<file path="src/rtl/memory_arbiter.sv">
// Two-port round-robin arbiter between instruction fetch and the load/store buffer,
// presenting a single held-stable request to the memory controller.
module memory_arbiter (
    input  logic        clk,
    input  logic        rst,
    input  logic        rdy,
    input  logic        clear,
    input  logic        if_valid,
    input  logic [31:0] if_addr,
    output logic        if_ready,
    output logic [31:0] if_data,
    input  logic        ls_valid,
    input  logic        ls_wr,
    input  logic [31:0] ls_addr,
    input  logic [2:0]  ls_type,
    input  logic [31:0] ls_data,
    output logic        ls_ready,
    output logic [31:0] ls_result,
    output logic        mc_valid,
    output logic        mc_wr,
    output logic [31:0] mc_addr,
    output logic [2:0]  mc_type,
    output logic [31:0] mc_data,
    input  logic        mc_ready,
    input  logic [31:0] mc_result
);

    typedef enum logic [2:0] {
        IDLE,
        BUSY_IF,
        BUSY_LS,
        DRAIN,
        RESP
    } state_t;

    state_t      state_q, state_d;
    logic        lastLs_q, lastLs_d;
    logic        ifReady_q, ifReady_d;
    logic [31:0] ifData_q, ifData_d;
    logic        lsReady_q, lsReady_d;
    logic [31:0] lsResult_q, lsResult_d;
    logic        mcValid_q, mcValid_d;
    logic        mcWr_q, mcWr_d;
    logic [31:0] mcAddr_q, mcAddr_d;
    logic [2:0]  mcType_q, mcType_d;
    logic [31:0] mcData_q, mcData_d;

    logic ifEligible;
    logic grantIf;
    logic grantLs;

    // A flushed fetch is never eligible; on a tie the side that did not win last time goes first.
    assign ifEligible = if_valid && !clear;
    assign grantIf    = ifEligible && (!ls_valid || lastLs_q);
    assign grantLs    = ls_valid && !grantIf;

    always_comb begin
        state_d    = state_q;
        lastLs_d   = lastLs_q;
        ifReady_d  = ifReady_q;
        ifData_d   = ifData_q;
        lsReady_d  = lsReady_q;
        lsResult_d = lsResult_q;
        mcValid_d  = mcValid_q;
        mcWr_d     = mcWr_q;
        mcAddr_d   = mcAddr_q;
        mcType_d   = mcType_q;
        mcData_d   = mcData_q;

        case (state_q)
            IDLE: begin
                if (grantIf) begin
                    lastLs_d  = 1'b0;
                    mcValid_d = 1'b1;
                    mcWr_d    = 1'b0;
                    mcAddr_d  = if_addr;
                    mcType_d  = 3'b010;
                    mcData_d  = 32'h0;
                    state_d   = BUSY_IF;
                end else if (grantLs) begin
                    lastLs_d  = 1'b1;
                    mcValid_d = 1'b1;
                    mcWr_d    = ls_wr;
                    mcAddr_d  = ls_addr;
                    mcType_d  = ls_type;
                    mcData_d  = ls_data;
                    state_d   = BUSY_LS;
                end
            end

            // A flush during a fetch must not abort the controller, so it waits out the transfer in DRAIN.
            BUSY_IF: begin
                if (mc_ready) begin
                    mcValid_d = 1'b0;
                    if (clear) begin
                        state_d = IDLE;
                    end else begin
                        ifData_d  = mc_result;
                        ifReady_d = 1'b1;
                        state_d   = RESP;
                    end
                end else if (clear) begin
                    state_d = DRAIN;
                end
            end

            BUSY_LS: begin
                if (mc_ready) begin
                    mcValid_d  = 1'b0;
                    lsResult_d = mc_result;
                    lsReady_d  = 1'b1;
                    state_d    = RESP;
                end
            end

            DRAIN: begin
                if (mc_ready) begin
                    mcValid_d = 1'b0;
                    state_d   = IDLE;
                end
            end

            RESP: begin
                ifReady_d = 1'b0;
                lsReady_d = 1'b0;
                state_d   = IDLE;
            end

            default: begin
                state_d = IDLE;
            end
        endcase
    end

    always_ff @(posedge clk) begin
        if (!rst) begin
            state_q    <= IDLE;
            lastLs_q   <= 1'b1;
            ifReady_q  <= 1'b0;
            ifData_q   <= 32'h0;
            lsReady_q  <= 1'b0;
            lsResult_q <= 32'h0;
            mcValid_q  <= 1'b0;
            mcWr_q     <= 1'b0;
            mcAddr_q   <= 32'h0;
            mcType_q   <= 3'b000;
            mcData_q   <= 32'h0;
        end else if (rdy) begin
            state_q    <= state_d;
            lastLs_q   <= lastLs_d;
            ifReady_q  <= ifReady_d;
            ifData_q   <= ifData_d;
            lsReady_q  <= lsReady_d;
            lsResult_q <= lsResult_d;
            mcValid_q  <= mcValid_d;
            mcWr_q     <= mcWr_d;
            mcAddr_q   <= mcAddr_d;
            mcType_q   <= mcType_d;
            mcData_q   <= mcData_d;
        end
    end

    assign if_ready  = ifReady_q;
    assign if_data   = ifData_q;
    assign ls_ready  = lsReady_q;
    assign ls_result = lsResult_q;
    assign mc_valid  = mcValid_q;
    assign mc_wr     = mcWr_q;
    assign mc_addr   = mcAddr_q;
    assign mc_type   = mcType_q;
    assign mc_data   = mcData_q;

endmodule

</file>
<file path="config.mk">
export PLATFORM = sky130hd
export DESIGN_NAME = memory_arbiter
export DESIGN_NICKNAME = d
export VERILOG_FILES = /design/src/rtl/memory_arbiter.sv
export SDC_FILE = /design/constraint.sdc
export NUM_CORES = 1
export LEC_CHECK = 0
export CORE_MARGIN = 8
export CORE_UTILIZATION = 36
export CTS_CLUSTER_DIAMETER = 40
export DETAILED_ROUTE_END_ITERATION = 8
export GPL_TIMING_DRIVEN = 0
export PLACE_DENSITY = 0.77
export SLEW_MARGIN = 25
export SYNTH_ARGS = -nofsm -noshare
export SYNTH_HDL_FRONTEND = slang
export SYNTH_SLANG_ARGS = --single-unit
export TNS_END_PERCENT = 1
</file>
<file path="constraint.sdc">
create_clock -name clk -period 1.78 [get_ports clk]
set_clock_uncertainty 0.1 [all_clocks]
set_input_delay 0.534 -clock clk [delete_from_list [all_inputs] [get_ports clk]]
set_output_delay 0.534 -clock clk [all_outputs]
set_load 0.01 [all_outputs]
</file>
==> metrics, run 1 <==
outcome=finished, violations left; failing checks=setup timing; Max-slew headroom=0.626; Fin. Hold Viols=0; most frequent cells in the layout=nand2_1, a21oi_1, dfxtp_1; async set-reset flop share out of synthesis=0; Power Internal=6.61 mW; Reg power frac=0.382; Data arrival, critical path=2110 ps; GRT met3 Usage=0.113; critical setup path kind=reg2reg; Tot GR Track Use=0.214; Post-route DRC=0; mean post-synth cell area=7.86 um^2; Mapped Cells=667; row cnt=44; Max FO, Critical Path=5; Crit path top cell by count=clkbuf_16; Worst Hold Class=reg2reg; crit-path cells=buf_8 -> nor4b_4 -> o21a_2 -> clkbuf_16 -> clkbuf_16 -> nand3_2 -> a21oi_2; CP max stage delay=400 ps; H-tree Lvls=4; largest net degree at the start of global routing=17; Sw Ratio=0.242; part of the power in combinational logic=0.157; total congestion overflow=0; Mapped Nets=806; CTS tree=done; P_leak=4.10 nW; fin cells=1174; Filler Cell Count=1239; DR vias/cell=5.02; sequential area share after synthesis=0.531; Die W=137 um; ys flop type=dfxtp_1; leading cell type in the layout, fill and taps excluded=nand2_1; worst path required time=2030 ps; Tmin final=1870 ps; layout net count=1116; clk slew on worst S/H paths=60 ps; Clock Power Share=0.461; Worst setup EP type=register; Max Clk Rate=536 MHz; Setup violations, final=62; Iter 0 DRT Violations=274; worst slew pin tran=560 ps; initial core utilization=0.365; number of distinct library cells after synthesis=32; Antenna Nets Post-Route=0; Power Density=925 mW/mm^2; Die Area=0.0187 mm^2; I/O Pins=274; vias in the first global route=5716; CTS max path bufs=2; CTS Buf Count=17; Area Overhead vs Synth=79.6%; routed via count=5896; core area=0.0144 mm^2; wirelength, routed=21700 um; max_cap viols=0; port bufs=273; synthesized flop and latch total=139; number of synthesized flops with an enable pin=0; GR peak layer=met2; Final Util=0.655; Hold Buf Count CTS=0; fraction of layout cells with a size suffix above 1=0.166; Synth Cell Area=0.00524 mm^2; Multi-input gate area=0.00246 mm^2; Top delay family on crit path=simple AND/OR/NAND/NOR gates; Psw=2.11 mW; max-slew violation count=0; wire per inst=18.5 um; Final WS setup=-85.5 ps; grt met1 use=0.237; final instance area=0.00942 mm^2; register area=0.00279 mm^2; CP bufs+invs=3; CTS root buf=clkbuf_16; Crit-path slowest cell=nor4b_4; fin crit share=1.05; placed cell count=1124; Critical Path Start Type=register; clk_lat worst skew=410 ps; unrepaired setup endpoints after global routing=true; VDD IR-drop max=0.662 mV; # clock sinks=139; initial antenna violation count=1; placed wire-length estimate=15000 um; global-route wire length before repair=31100 um; dpl cell area=0.00821 mm^2; GR Util met2=0.344; yosys warns=0; gpl congestion=0.849; Die Y-Extent=137 um; DRT Pass-1 Iters=4
power by group through the flow:
stage | Combinational [mW] | Sequential [mW] | Clock, mW
final | 1.37 | 3.33 | 4.01
after global routing | 1.48 | 3.34 | 4.21
after CTS | 1.17 | 3.32 | 4.06
after detailed placement | 1.21 | 3.39 | 0
after global placement | 1.21 | 3.39 | 0
after floorplan | 0.396 | 3.45 | 0
routing by layer:
metal / wire length (um) / vias up / share of wire
met5: 0 / - / 0
met4: 415 / 0 / 0.019
met3: 2650 / 32 / 0.12
met2: 10500 / 255 / 0.48
met1: 8130 / 2739 / 0.37
li1: - / 2870 / -
state kept, by name, summed over array words and instances (netlist names), 3 cells and up:
register / cells
state_q: 3
mc_type: 3
mc_addr: 32
ls_result: 32
mc_data: 32
if_data: 32
through the flow:
stage | worst slack [ps] | setup TNS (ps) | power, mW | hold WS (ps)
after floorplan | 53.2 | 0 | 3.85 | 357
final | -85.5 | -2450 | 8.71 | 350
after global placement | -945 | -106790 | 4.59 | 337
after global routing | -162 | -8700 | 9.03 | 364
after CTS | -97.0 | -4560 | 8.55 | 349
after detailed placement | -969 | -108780 | 4.60 | 344
what timing repair did:
| item | in CTS | in global routing |
|---|---|---|
| cloned | 0 | 9 |
| resized for setup | 189 | 107 |
| pin swaps | 1 | 51 |
| endpoints found under the setup margin | 272 | 135 |
| setup buffers | 2 | 7 |
| hold endpoints to repair | 0 | 0 |
path summary, 6_finish.rpt:
check	start	endpoint	slack [ps]	cells past startpoint
max	state_q[0]$_SDFFE_PN0P_	mc_data[28]$_SDFFE_PN0P_	-90	7
min	mc_wr$_SDFFE_PN0P_	mc_wr$_SDFFE_PN0P_	350	2
max reg2reg	state_q[0]$_SDFFE_PN0P_	mc_data[28]$_SDFFE_PN0P_	-90	7
min reg2reg	mc_wr$_SDFFE_PN0P_	mc_wr$_SDFFE_PN0P_	350	2
worst reg2reg max path: cells and delay by family, from the launching register on:
family	cells	cell delay, ps
AO/OA/AOI/OAI	2	440
AND/OR/NAND/NOR	2	480
buffers and inverters	3	460
flip-flops	1	340
cells in the mapped netlist, types with 4 or more instances:
| cell type | n | share of area |
|---|---|---|
| a21oi_1 | 164 | 0.16 |
| nand3_1 | 35 | 0.033 |
| dfxtp_1 | 139 | 0.53 |
| buf_4 | 4 | 0.0057 |
| buf_2 | 23 | 0.022 |
| nor2_1 | 8 | 0.0057 |
| nand2_1 | 197 | 0.14 |
| clkbuf_1 | 25 | 0.018 |
| o21ai_0 | 36 | 0.034 |
layout make-up:
cell class	instances	area share
sequential	139	0.296
timing repair buffer	291	0.299
buffer	57	0.0472
inverter	3	0.00120
tap	184	0.0245
multi-input combinational	468	0.261
clock inverter	9	0.0195
clock buffer	22	0.0514
antenna	1	0.000266
logic make-up after synthesis:
family / share of synthesized area
simple gates: 0.203
compound gates: 0.210
buf+inv: 0.0556
flops: 0.531
(Power assumes the default switching activity.)
==> run 2, diff against run 1 <==
TNS_END_PERCENT = 20   (was 1)
==> run 2 against run 1 <==
  * The flow now finishes without violations
  * Non-clock buffer count decreased by 1
  * Cell count is essentially flat
  * Global-route usage is 0.23 points higher
  * Combinational power barely moved
  * Design area decreased by 1.6%
  * Routed wire length down 3.4%
  * Die area is the same
  * Critical endpoint is now mc_addr[13]$_SDFFE_PN0P_
  * Largest cell class unchanged
  * Largest power group unchanged
==> metrics, run 2 (same netlist as run 1, synthesis figures left out) <==
most frequent cells in the layout=nand2_1, a21oi_1, dfxtp_1, dlygate4sd2_1, clkdlybuf4s50_1; max_cap viols=0; Iter 0 DRT Violations=267; routed via count=5841; core area=0.0144 mm^2; Worst Hold Class=reg2reg; Data arrival, critical path=1980 ps; Max-slew headroom=0.620; Post-route DRC=0; worst slew pin tran=570 ps; CTS Buf Count=17; VDD IR-drop max=0.697 mV; clk slew on worst S/H paths=60 ps; Fin. Hold Viols=0; worst path required time=1990 ps; I/O Pins=274; CP max stage delay=340 ps; gpl congestion=0.849; global-route wire length before repair=31300 um; port bufs=273; hold slack=345 ps; unrepaired setup endpoints after global routing=true; initial core utilization=0.365; R2R depth=8; DRT Pass-1 Iters=4; Max FO, Critical Path=10; wire per inst=17.9 um; DR vias/cell=4.98; largest net degree at the start of global routing=17; Power Density=935 mW/mm^2; crit-path cells=buf_8 -> nor4b_4 -> buf_4 -> o21ai_2 -> buf_4 -> buf_4 -> a21oi_1 -> a21oi_1; Worst setup EP type=register; Antenna Nets Post-Route=0; row cnt=44; vias in the first global route=5748; Top delay family on crit path=buffers and inverters; Worst Hold Depth=2; CTS root buf=clkbuf_16; wirelength, routed=21000 um; GR peak layer=met2; Die W=137 um; Crit-path slowest cell=dfxtp_4; GRT met3 Usage=0.113; critical setup path kind=reg2reg; Die Area=0.0187 mm^2; Crit path top cell by count=buf_4; max-slew violation count=0; fraction of layout cells with a size suffix above 1=0.127; grt met1 use=0.240; Tmin final=1770 ps; Filler Cell Count=1258; clk_lat worst skew=410 ps; Max Clk Rate=564 MHz; leading cell type in the layout, fill and taps excluded=nand2_1; Die Y-Extent=137 um; # clock sinks=139; Levels on crit path=8; layout net count=1115; fin crit share=0.996; initial antenna violation count=1; total congestion overflow=0; placed wire-length estimate=15000 um; outcome=complete, no violations; TNS Setup=0 ps; CTS tree=done; P_leak=4.08 nW; GR Util met2=0.349; Hold Buf Count CTS=0; Critical Path Start Type=register; H-tree Lvls=4; CTS max path bufs=2; Setup violations, final=0; CP bufs+invs=4; Area Overhead vs Synth=76.7%; Multi-input gate area=0.00228 mm^2; register area=0.00279 mm^2; Tot GR Track Use=0.217
==> run 2: cell types whose count changed in the layout (fill, tap and decap cells not counted), moves of 3 or more <==
| cell | previous run | this run |
|---|---|---|
| nand3_2 | 26 | 4 |
| nand3_1 | 7 | 31 |
| buf_4 | 13 | 16 |
| buf_2 | 13 | 8 |
| a21oi_1 | 142 | 152 |
| a21oi_2 | 22 | 12 |
| o21ai_0 | 21 | 25 |
| o21ai_2 | 4 | 1 |
==> run 2: per-stage QoR <==
stage | utilization | total power [mW] | cells | setup slack [ps] | instance area [um^2]
after floorplan | - | 3.85 | 667 | 53.2 | 5240
after global placement | 0.571 | 4.59 | 1124 | -945 | 8210
after detailed placement | 0.571 | 4.60 | 1124 | -969 | 8210
after CTS | 0.621 | 8.59 | 1159 | -20.9 | 8920
after global routing | 0.645 | 8.99 | 1173 | -89.5 | 9270
final | 0.645 | 8.66 | 1173 | 6.38 | 9270
==> run 2: repair_timing <==
action | in CTS | in global routing
buffers inserted | 3 | 7
gates resized for setup | 207 | 57
pin swaps | 14 | 10
endpoints found under the setup margin | 272 | 117
gates cloned | 2 | 6
==> run 2: worst paths after layout <==
| check | endpoint | from | slack (ps) |
|---|---|---|---|
| worst max-delay path | mc_addr[13]$_SDFFE_PN0P_ | state_q[0]$_SDFFE_PN0P_ | 6 |
| worst min-delay path | mc_data[24]$_SDFFE_PN0P_ | mc_data[24]$_SDFFE_PN0P_ | 350 |
| worst max register to register | mc_addr[13]$_SDFFE_PN0P_ | state_q[0]$_SDFFE_PN0P_ | 6 |
| worst min register to register | mc_data[24]$_SDFFE_PN0P_ | mc_data[24]$_SDFFE_PN0P_ | 350 |
==> run 2: tightest hold or removal path: cells and delay by family (launching register included) <==
kind	cells	cell delay, ps
compound gates	1	50
flops	1	300
simple gates	1	50
==> run 2: layout make-up <==
type	count	share of cell area
clock inverters	9	0.0198
multi-input cells	468	0.246
inverters	3	0.00122
diodes	1	0.000270
repair buffers	291	0.305
plain buffers	56	0.0502
flip-flops and latches	139	0.301
clock buffers	22	0.0523
well taps	184	0.0248
==> run 2: where the power goes <==
group / total, mW / internal, mW / switching (mW)
Clock: 4.00 / 2.64 / 1.36
Sequential: 3.33 / 3.25 / 0.0707
Combinational: 1.34 / 0.714 / 0.624
==> run 2: layer usage <==
metal / vias to the layer above / share of wire
li1: 2862 / -
met3: 28 / 0.13
met2: 242 / 0.48
met5: - / 0
met1: 2709 / 0.38
met4: 0 / 0.017
